[src/rtl/imm_narrow_pkg.sv]
// Shared definitions for the immediate narrowing block: FSM encoding and
// the saturation constants applied to out-of-range values.
package imm_narrow_pkg;

    typedef enum logic [1:0] {
        IDLE = 2'd0,
        EVAL = 2'd1,
        HOLD = 2'd2
    } state_t;

    localparam logic [15:0] SAT_POS = 16'h7FFF;
    localparam logic [15:0] SAT_NEG = 16'h8000;
    localparam logic [15:0] SAT_UNS = 16'hFFFF;

endpackage

[src/rtl/imm_narrow_chk.sv]
// Combinational range check of a 32-bit value against a 16-bit signed or
// unsigned range, with optional saturation of out-of-range values.
module narrow_chk
    import imm_narrow_pkg::*;
#(
    parameter bit SAT = 1'b1
) (
    input  logic [31:0] value,
    input  logic        sign_mode,
    output logic [15:0] narrow,
    output logic        ovf
);

    logic fits_signed;
    logic fits_unsigned;

    // Signed fit: bit 15 and everything above it must be copies of one bit.
    assign fits_signed   = (&value[31:15]) | ~(|value[31:15]);
    assign fits_unsigned = ~(|value[31:16]);

    always_comb begin
        ovf    = sign_mode ? ~fits_signed : ~fits_unsigned;
        narrow = value[15:0];
        if (ovf && SAT) begin
            if (!sign_mode)
                narrow = SAT_UNS;
            else if (value[31])
                narrow = SAT_NEG;
            else
                narrow = SAT_POS;
        end
    end

endmodule

[src/rtl/imm_narrow.sv]
// Handshaked 32->16 bit immediate narrower: capture, one evaluation cycle,
// then hold the result until the consumer takes it; counts overflows.
module imm_narrow
    import imm_narrow_pkg::*;
#(
    parameter bit SAT   = 1'b1,
    parameter int CNT_W = 8
) (
    input  logic             clk,
    input  logic             rst,
    input  logic             in_valid,
    output logic             in_ready,
    input  logic [31:0]      Imm_32,
    input  logic             sign_mode,
    output logic             out_valid,
    input  logic             out_ready,
    output logic [15:0]      Imm_16,
    output logic             ovf,
    input  logic             cnt_clr,
    output logic [CNT_W-1:0] ovf_cnt
);

    state_t      state;
    state_t      state_nxt;
    logic [31:0] imm_q;
    logic        sign_q;
    logic [15:0] imm_16_q;
    logic        ovf_q;
    logic [15:0] chk_val;
    logic        chk_ovf;
    logic        cnt_inc;

    narrow_chk #(.SAT(SAT)) u_chk (
        .value     (imm_q),
        .sign_mode (sign_q),
        .narrow    (chk_val),
        .ovf       (chk_ovf)
    );

    always_comb begin
        state_nxt = state;
        case (state)
            IDLE:    if (in_valid) state_nxt = EVAL;
            EVAL:    state_nxt = HOLD;
            HOLD:    if (out_ready) state_nxt = IDLE;
            default: state_nxt = IDLE;
        endcase
    end

    assign in_ready  = (state == IDLE);
    assign out_valid = (state == HOLD);
    assign Imm_16    = imm_16_q;
    assign ovf       = ovf_q;
    assign cnt_inc   = (state == EVAL) && chk_ovf;

    always_ff @(posedge clk or posedge rst) begin
        if (rst) begin
            state    <= IDLE;
            imm_q    <= '0;
            sign_q   <= 1'b0;
            imm_16_q <= '0;
            ovf_q    <= 1'b0;
        end else begin
            state <= state_nxt;
            if (state == IDLE && in_valid) begin
                imm_q  <= Imm_32;
                sign_q <= sign_mode;
            end
            if (state == EVAL) begin
                imm_16_q <= chk_val;
                ovf_q    <= chk_ovf;
            end
        end
    end

    // A clear coinciding with an overflow still records that overflow.
    always_ff @(posedge clk or posedge rst) begin
        if (rst)
            ovf_cnt <= '0;
        else if (cnt_clr)
            ovf_cnt <= cnt_inc ? CNT_W'(1) : '0;
        else if (cnt_inc && !(&ovf_cnt))
            ovf_cnt <= ovf_cnt + CNT_W'(1);
    end

endmodule

[config.mk]
export PLATFORM = sky130hd
export DESIGN_NAME = imm_narrow
export DESIGN_NICKNAME = d
export VERILOG_FILES = /design/src/rtl/imm_narrow_pkg.sv /design/src/rtl/imm_narrow_chk.sv /design/src/rtl/imm_narrow.sv
export SDC_FILE = /design/constraint.sdc
export NUM_CORES = 1
export LEC_CHECK = 0
export BUFFER_PORTS_ARGS = -buffer_cell sky130_fd_sc_hd__buf_2
export CAP_MARGIN = 20
export CORE_MARGIN = 2
export CORE_UTILIZATION = 48
export CTS_BUF_LIST = sky130_fd_sc_hd__clkbuf_4 sky130_fd_sc_hd__clkbuf_8 sky130_fd_sc_hd__clkbuf_16
export DETAILED_ROUTE_END_ITERATION = 10
export PLACE_DENSITY_LB_ADDON = 0.1
export SLEW_MARGIN = 20
export SYNTH_ARGS = -nofsm -noshare
export SYNTH_HDL_FRONTEND = slang
export SYNTH_HIERARCHICAL = 1
export SYNTH_SLANG_ARGS = --single-unit
[constraint.sdc]
create_clock -name clk -period 2.1 [get_ports clk]
set_clock_uncertainty 0.2 [all_clocks]
set_input_delay 0.21 -clock clk [delete_from_list [all_inputs] [get_ports clk]]
set_output_delay 0.21 -clock clk [all_outputs]
set_load 0.1 [all_outputs]
==> results of run 1 <==
## synthesized netlist by cell type, types with 2 or more instances
cell	instances
nand2_1	7
buf_2	3
nand3_1	4
nand4_1	5
mux2_2	56
a211oi_1	2
buf_6	4
nor2_1	7
and4_2	2
nand2b_1	4
mux2_4	9
and4_1	2
inv_1	2
o21ai_0	3
a21oi_1	4
nor4_1	3
dfrtp_1	60
nor3_1	3
## final timing paths
kind / end / slack (ps) / cells past startpoint
min in group asynchronous: imm_q[30] / 250 / 3
worst min-delay path: state[0] / 170 / 3
max in group asynchronous: ovf_cnt[1] / 860 / 4
worst max-delay path: ovf_cnt[5] / -50 / 8
worst max register to register: ovf_cnt[5] / -50 / 8
worst min register to register: ovf / 280 / 2
## routing by layer
metal,global-route usage,routed length [um],up-vias
li1,-,-,963
met1,0.263,2710,994
met2,0.323,2820,46
met3,0.0554,257,6
met4,0.0678,60,0
met5,0,0,-
## final cells by class
class | instances | area, um^2 | share of cell area
Clock buffer | 12 | 165 | 0.0431
Sequential cell | 60 | 1500 | 0.392
Tap cell | 72 | 90.1 | 0.0235
Inverter | 2 | 7.51 | 0.00196
Timing Repair Buffer | 114 | 831 | 0.217
Multi-Input combinational cell | 128 | 1230 | 0.320
Clock inverter | 2 | 10.0 | 0.00261
## state kept, by name (all words and copies together) (netlist names)
name,cells
imm_q,32
state,2
ovf,1
ovf_cnt,8
Imm_16,16
sign_q,1
## cells in the final DEF, fill, tap and decap left out, types with 2 or more instances in the layout
cell type	n
mux2_2	56
dfrtp_1	58
buf_2	64
and4_1	2
nand2b_1	4
and4_2	2
o21ai_0	3
nand2_1	7
clkbuf_8	12
buf_6	2
dlygate4sd3_1	36
dfrtp_2	2
nand4_1	5
mux2_4	9
buf_12	3
nor4_2	3
nor2_1	6
clkinv_2	2
buf_4	9
a21oi_1	4
nand3_1	4
## worst reg2reg max path: cells and delay by family, from the launching register on
kind,cells,cell delay (ps)
flops,1,390
compound gates,2,340
simple gates,5,980
buf+inv,1,170
## cells by family (layout without fill, tap and decap cells)
logic type / after synthesis / in the layout / share of synthesized area
and+or+nand+nor: 46 / 46 / 0.101
DFF: 60 / 60 / 0.545
buffers and inverters: 11 / 130 / 0.0273
muxes: 66 / 66 / 0.282
xor gates and xnor gates: 1 / 1 / 0.00318
adders and majority gates: 1 / 1 / 0.00454
AOI/OAI and AO/OA: 14 / 14 / 0.0373
## repair_timing
item | 4_1_cts | 5_1_grt
hold buffers | 36 | 0
gates resized for setup | 4 | 4
cloned | 0 | 0
setup buffers | 0 | 1
pin swaps | 3 | 3
hold endpoints to repair | 62 | 0
setup endpoints to repair | 21 | 24
## power groups by stage
stage | clock network (mW) | registers (mW) | logic [mW]
floorplan | 0 | 2.97 | 1.23
global placement | 0 | 1.98 | 2.70
detailed placement | 0 | 2.00 | 2.74
CTS | 0.947 | 2.00 | 2.80
global route | 1.00 | 2.06 | 2.96
finish | 0.926 | 2.00 | 2.79
## stage by stage
| step | setup slack [ps] | cell area (um^2) | hold WS (ps) | util | power [mW] |
|---|---|---|---|---|---|
| global placement | -66.9 | 3250 | 55.4 | 0.587 | 4.69 |
| detailed placement | -96.0 | 3250 | 56.1 | 0.587 | 4.74 |
| finish | -49.4 | 3830 | 173 | 0.692 | 5.72 |
| CTS | -37.7 | 3810 | 168 | 0.687 | 5.75 |
| floorplan | -65.4 | 2780 | 118 | - | 4.20 |
| global route | -159 | 3830 | 178 | 0.692 | 6.03 |
==> results.tsv, run 1 <==
stage	metric	value	unit
global_routing	grt_pass1_wl	9.69	mm
routing	wl_per_cell	15.0	um
cts	cts.clk_slew.worst_paths	60	ps
power	switching_power	2.55	mW
run	cap_violations	0	
die	num_rows	27	
power	combPwrFrac	0.489	
sta	slew_violations	0	
sta	max_freq	0.465	GHz
yosys	synth_cell_types	37	
power	internal_power	3.17	mW
routing	dr_total_vias	2009	
layout	area_growth	39.3	%
yosys	avgSynthCellArea	13.8	um^2
global_routing	overflow	0	
power	pwr-share-clk	0.162	
placement	gp_congestion	0.761	
layout	antenna_cells_inserted	0	
routing	detail_route.iter0.violations	78	
cts	clock_sink_count	60	
cts	htree_levels	3	
die	core_area	5540	um^2
worst_setup_path	end_kind	flip-flop	
sta	setup_slack	-49.4	ps
hold_path	min-delay-start	in_valid	
worst_setup_path	critPathTopFamily	simple AND/OR/NAND/NOR gates	
yosys	synth_largest_area_cell	dfrtp_1	
routing	ant_nets	0	
placement	dp.cells	339	
cts	cts_buffers	9	
worst_setup_path	crit_path_max_fanout	10	
yosys	yosysSeqAreaShare	0.545	
die	io_pins	65	
layout	instances_no_fill	390	
global_routing	grt_antenna_before_repair	0	
cts	cts-root-buf	clkbuf_8	
worst_setup_path	worstPathArrival	2210	ps
global_routing	grt_pass1_vias	2036	
cts	cts_tree	yes	
worst_setup_path	cp_data_required_time	2160	ps
placement	portBuffers	64	
layout	nFillCells	431	
placement	dp_hpwl	3.67	mm
power	pwr-share-seq	0.350	
cts	clock_latency	330	ps
global_routing	track_usage	0.201	
power	power_density	1490	nW/um^2
die	die_x	79.7	um
yosys	synth_area_leaders	dfrtp_1, mux2_2, mux2_4	
worst_setup_path	cp_num_buf_inv	1	
layout	num-nets-final	354	
outcome	status	finished with violations	
sta	finalSetupViolCount	10	
worst_setup_path	cp-start-kind	flip-flop	
worst_setup_path	cp_cell_sequence	nor4_2 -> and4_1 -> a22oi_4 -> buf_12 -> nand4_4 -> nor2_1 -> or4b_1 -> a21oi_1	
worst_setup_path	max_stage_delay	440	ps
sta	rsz0062_at_grt	yes	
outcome	violations	setup timing	
yosys	synthFlopType	dfrtp_1	
routing	routed_wl	5.85	mm
sta	period_share	1.02	
global_routing	grt_max_degree	40	
sta	tightest_slew	496	ps
routing	drc	0	
yosys	syn_nets	238	
sta	final.min_clock_period	2150	ps
yosys	synthCells	199	
worst_setup_path	r2r-start	imm_q[21]	
power	ir_drop	976	uV
yosys	synth_top_cell_area_share	0.545	
worst_setup_path	crit_path_top_delay_cell	or4b_1	
power	swShare	0.446	
hold_path	hold_class	in -> reg	
routing	via_per_inst	5.15	
yosys	ys_ff_latch	60	
worst_setup_path	cp-startpoint	imm_q[21]	
power	p_leak	1.73	nW
yosys	ys_async_sr_fraction	1.00	
worst_setup_path	path_class	reg -> reg	
die	dieArea	6360	um^2
sta	slew_headroom	0.669	
routing	drtPass1Iterations	3	
die	die_h	79.7	um
sta	tns	-158	ps
cts	cts_buffer_depth	2	
yosys	synth_warnings	6	
die	initial_core_util	0.497	
sta	hold_viol_final	0	
layout	drive_gt1_frac	0.538	
yosys	netlist_area	2750	um^2
yosys	synth_edf_count	0	
(Power assumes the default switching activity.)
==> inputs of run 2 (changes only) <==
--- a/config.mk
+++ b/config.mk
@@ -15,5 +15,4 @@
 export SLEW_MARGIN = 20
 export SYNTH_ARGS = -nofsm -noshare
 export SYNTH_HDL_FRONTEND = slang
-export SYNTH_HIERARCHICAL = 1
 export SYNTH_SLANG_ARGS = --single-unit
==> results.tsv, run 2 <==
stage	metric	value	unit	change
yosys	syn_nets	263		+11%
sta	slew_violations	0		unchanged
cts	htree_levels	3		unchanged
yosys	ys_async_sr_fraction	1.00		unchanged
global_routing	grt_antenna_before_repair	0		unchanged
power	pwr-share-seq	0.347		-0.003
layout	seq_area	1510	um^2	+0.50%
sta	slew_headroom	0.609		-0.0598
sta	hold_viol_final	0		unchanged
global_routing	grt_pass1_wl	9.72	mm	+0.36%
worst_setup_path	path_class	reg -> reg		
layout	nFillCells	427		-0.93%
layout	drive_gt1_frac	0.478		-0.0601
die	num_rows	27		unchanged
routing	drc	0		unchanged
sta	hold_ws	175	ps	+2.24 ps
power	pwr-share-clk	0.179		+0.017
yosys	yosysSeqAreaShare	0.554		+0.00907
die	dieArea	6260	um^2	-1.6%
global_routing	overflow	0		unchanged
layout	multi_input_area	1170	um^2	-5.0%
routing	wl_per_cell	14.7	um	-1.8%
die	core_area	5470	um^2	-1.2%
cts	postCtsSetupBuffers	0		unchanged
layout	top_register	imm_q		
cts	cts_tree	yes		
layout	instances_no_fill	407		+4.4%
hold_path	hold_class	in -> reg		
sta	tns	0	ps	+158 ps
sta	final.min_clock_period	1980	ps	-169 ps
cts	cts_buffers	9		unchanged
sta	tightest_slew	583	ps	+87.2 ps
routing	via_per_inst	5.23		+1.5%
power	power_density	1580	nW/um^2	+6.3%
global_routing	use_met1	0.247		-0.0162
yosys	synth_most_common_cell	dfrtp_1		
power	p_leak	1.55	nW	-10%
power	swShare	0.481		+0.0354
die	initial_core_util	0.495		-0.00209
sta	max_freq	0.505	GHz	+8.6%
worst_setup_path	worstPathArrival	2030	ps	-180 ps
global_routing	grt_most_used_layer	met2		
yosys	synth_largest_area_cell	dfrtp_1		
yosys	synth_edf_count	0		unchanged
layout	antenna_cells_inserted	0		unchanged
routing	detail_route.iter0.violations	61		-22%
die	die_x	79.1	um	-0.78%
power	p_total	5.99	mW	+4.7%
routing	dr_total_vias	2127		+5.9%
placement	portBuffers	64		unchanged
worst_setup_path	cp_cell_sequence	nor4_2 -> nand3_1 -> o22ai_4 -> buf_4 -> nor4_1 -> a211oi_2		
worst_setup_path	cp-start-kind	flip-flop		
worst_setup_path	end_kind	flip-flop		
global_routing	grtUsageMet3	0.0568		+0.00139
sta	setup_slack	120	ps	+169 ps
power	internal_power	3.11	mW	-2.0%
placement	gp_congestion	0.830		+9.0%
worst_setup_path	max_stage_delay	420	ps	-20 ps
yosys	synth_cell_types	37		unchanged
global_routing	met2_usage	0.345		+0.0222
cts	clock_latency	340	ps	about the same
layout	largest_reg_flops	32		unchanged
die	die_h	79.1	um	-0.78%
cts	clock_sink_count	60		unchanged
yosys	synthFlopType	dfrtp_1		
worst_setup_path	crit_path_max_fanout	9		-1
cts	cts-root-buf	clkbuf_8		
worst_setup_path	crit_path_top_delay_cell	dfrtp_1		
yosys	avgSynthCellArea	12.1	um^2	-13%
routing	drtPass1Iterations	4		+1
layout	final_cell_mix	buf_2, dfrtp_1, dlygate4sd3_1		
yosys	synth_area_leaders	dfrtp_1, mux2_2, nor3_2		
placement	dp_hpwl	3.93	mm	+7.0%
yosys	synthCells	224		+13%
outcome	status	finished, final reports clean		
layout	area_growth	39.5	%	
global_routing	grt_pass1_vias	2117		+4.0%
sta	period_share	0.943		-0.0807
layout	final_common_cell	buf_2		
worst_setup_path	cp_data_required_time	2150	ps	about the same
global_routing	grt_max_degree	35		-13%
routing	routed_wl	5.99	mm	+2.5%
power	ir_drop	1040	uV	+6.5%
worst_setup_path	critPathTopFamily	simple AND/OR/NAND/NOR gates		
yosys	ys_ff_latch	60		unchanged
yosys	synth_warnings	0		-6
power	switching_power	2.88	mW	+13%
run	cap_violations	0		unchanged
power	combPwrFrac	0.474		-0.015
placement	dp.cells	355		+4.7%
placement	dp_slack	89.8	ps	+186 ps
sta	finalSetupViolCount	0		-10
yosys	synth_commonest_cells	dfrtp_1, mux2_2, nor3_2		
layout	num-nets-final	369		+4.2%
worst_setup_path	cp_num_buf_inv	1		unchanged
routing	ant_nets	0		unchanged
global_routing	track_usage	0.205		+0.00436
die	io_pins	65		unchanged
yosys	synth_top_cell_area_share	0.554		+0.00907
cts	cts_buffer_depth	2		unchanged
cts	cts.clk_slew.worst_paths	70	ps	about the same
yosys	netlist_area	2710	um^2	-1.6%
==> run 2: changes by cell type in the layout (fill, tap and decap cells not counted), moves of 9 or more <==
cell,change
mux2_4,-9
nor3_2,+18
nor3_1,+14
nor2_1,+11
mux2_2,-23
==> run 2: power by group through the flow <==
stage / logic, mW / registers [mW] / clock network (mW)
2_1_floorplan: 1.12 / 3.23 / 0
3_3_place_gp: 2.77 / 2.06 / 0
3_5_place_dp: 2.80 / 2.07 / 0
4_1_cts: 2.85 / 2.05 / 1.09
5_1_grt: 2.97 / 2.15 / 1.14
6_report: 2.84 / 2.08 / 1.07
==> run 2: final timing paths <==
kind | startpoint | end | slack, ps | depth (start not counted)
worst max-delay path | imm_q[16] | ovf_cnt[6] | 120 | 6
worst min-delay path | in_valid | state[0] | 170 | 3
worst max register to register | imm_q[16] | ovf_cnt[6] | 120 | 6
worst min register to register | ovf | ovf | 290 | 2
max in group asynchronous | rst | imm_q[24] | 840 | 4
min in group asynchronous | rst | imm_q[26] | 270 | 3
==> run 2: logic make-up after synthesis <==
| group | Yosys count | synth area share |
|---|---|---|
| simple gates | 92 | 0.209 |
| flops | 60 | 0.554 |
| mux | 34 | 0.141 |
| compound gates | 20 | 0.0577 |
| buf+inv | 17 | 0.0328 |
| fa+ha+maj | 1 | 0.00462 |
==> run 2: final cells by class <==
cell class / instances / share of cell area
Clock buffer: 12 / 0.0420
Clock inverter: 4 / 0.0126
Inverter: 4 / 0.00397
Multi-Input combinational cell: 147 / 0.309
Sequential cell: 60 / 0.400
Tap cell: 72 / 0.0238
Timing Repair Buffer: 108 / 0.209
==> run 2: stage by stage <==
step / utilization / area, um^2
after global placement: 0.584 / 3190
after detailed placement: 0.584 / 3190
after floorplan: - / 2760
after CTS: 0.687 / 3760
after global routing: 0.691 / 3780
final: 0.691 / 3780
==> run 2: repair_timing <==
item | CTS | global route
gates resized for setup | 0 | 3
hold buffers | 36 | 0
setup endpoints to repair | 0 | 13
hold endpoints to repair | 63 | 0
==> run 2: worst register-to-register path, stage by stage (launching register included) <==
cell and delay [ps]:
dfrtp_1 420, nor4_2 330, nand3_1 180, o22ai_4 270
buf_4 210, nor4_1 70, a211oi_2 220
==> run 2: per-layer routing <==
| layer | vias up | part of all wire |
|---|---|---|
| li1 | 1032 | - |
| met2 | 44 | 0.50 |
| met5 | - | 0 |
| met4 | 0 | 0.017 |
| met1 | 1041 | 0.44 |
| met3 | 10 | 0.039 |
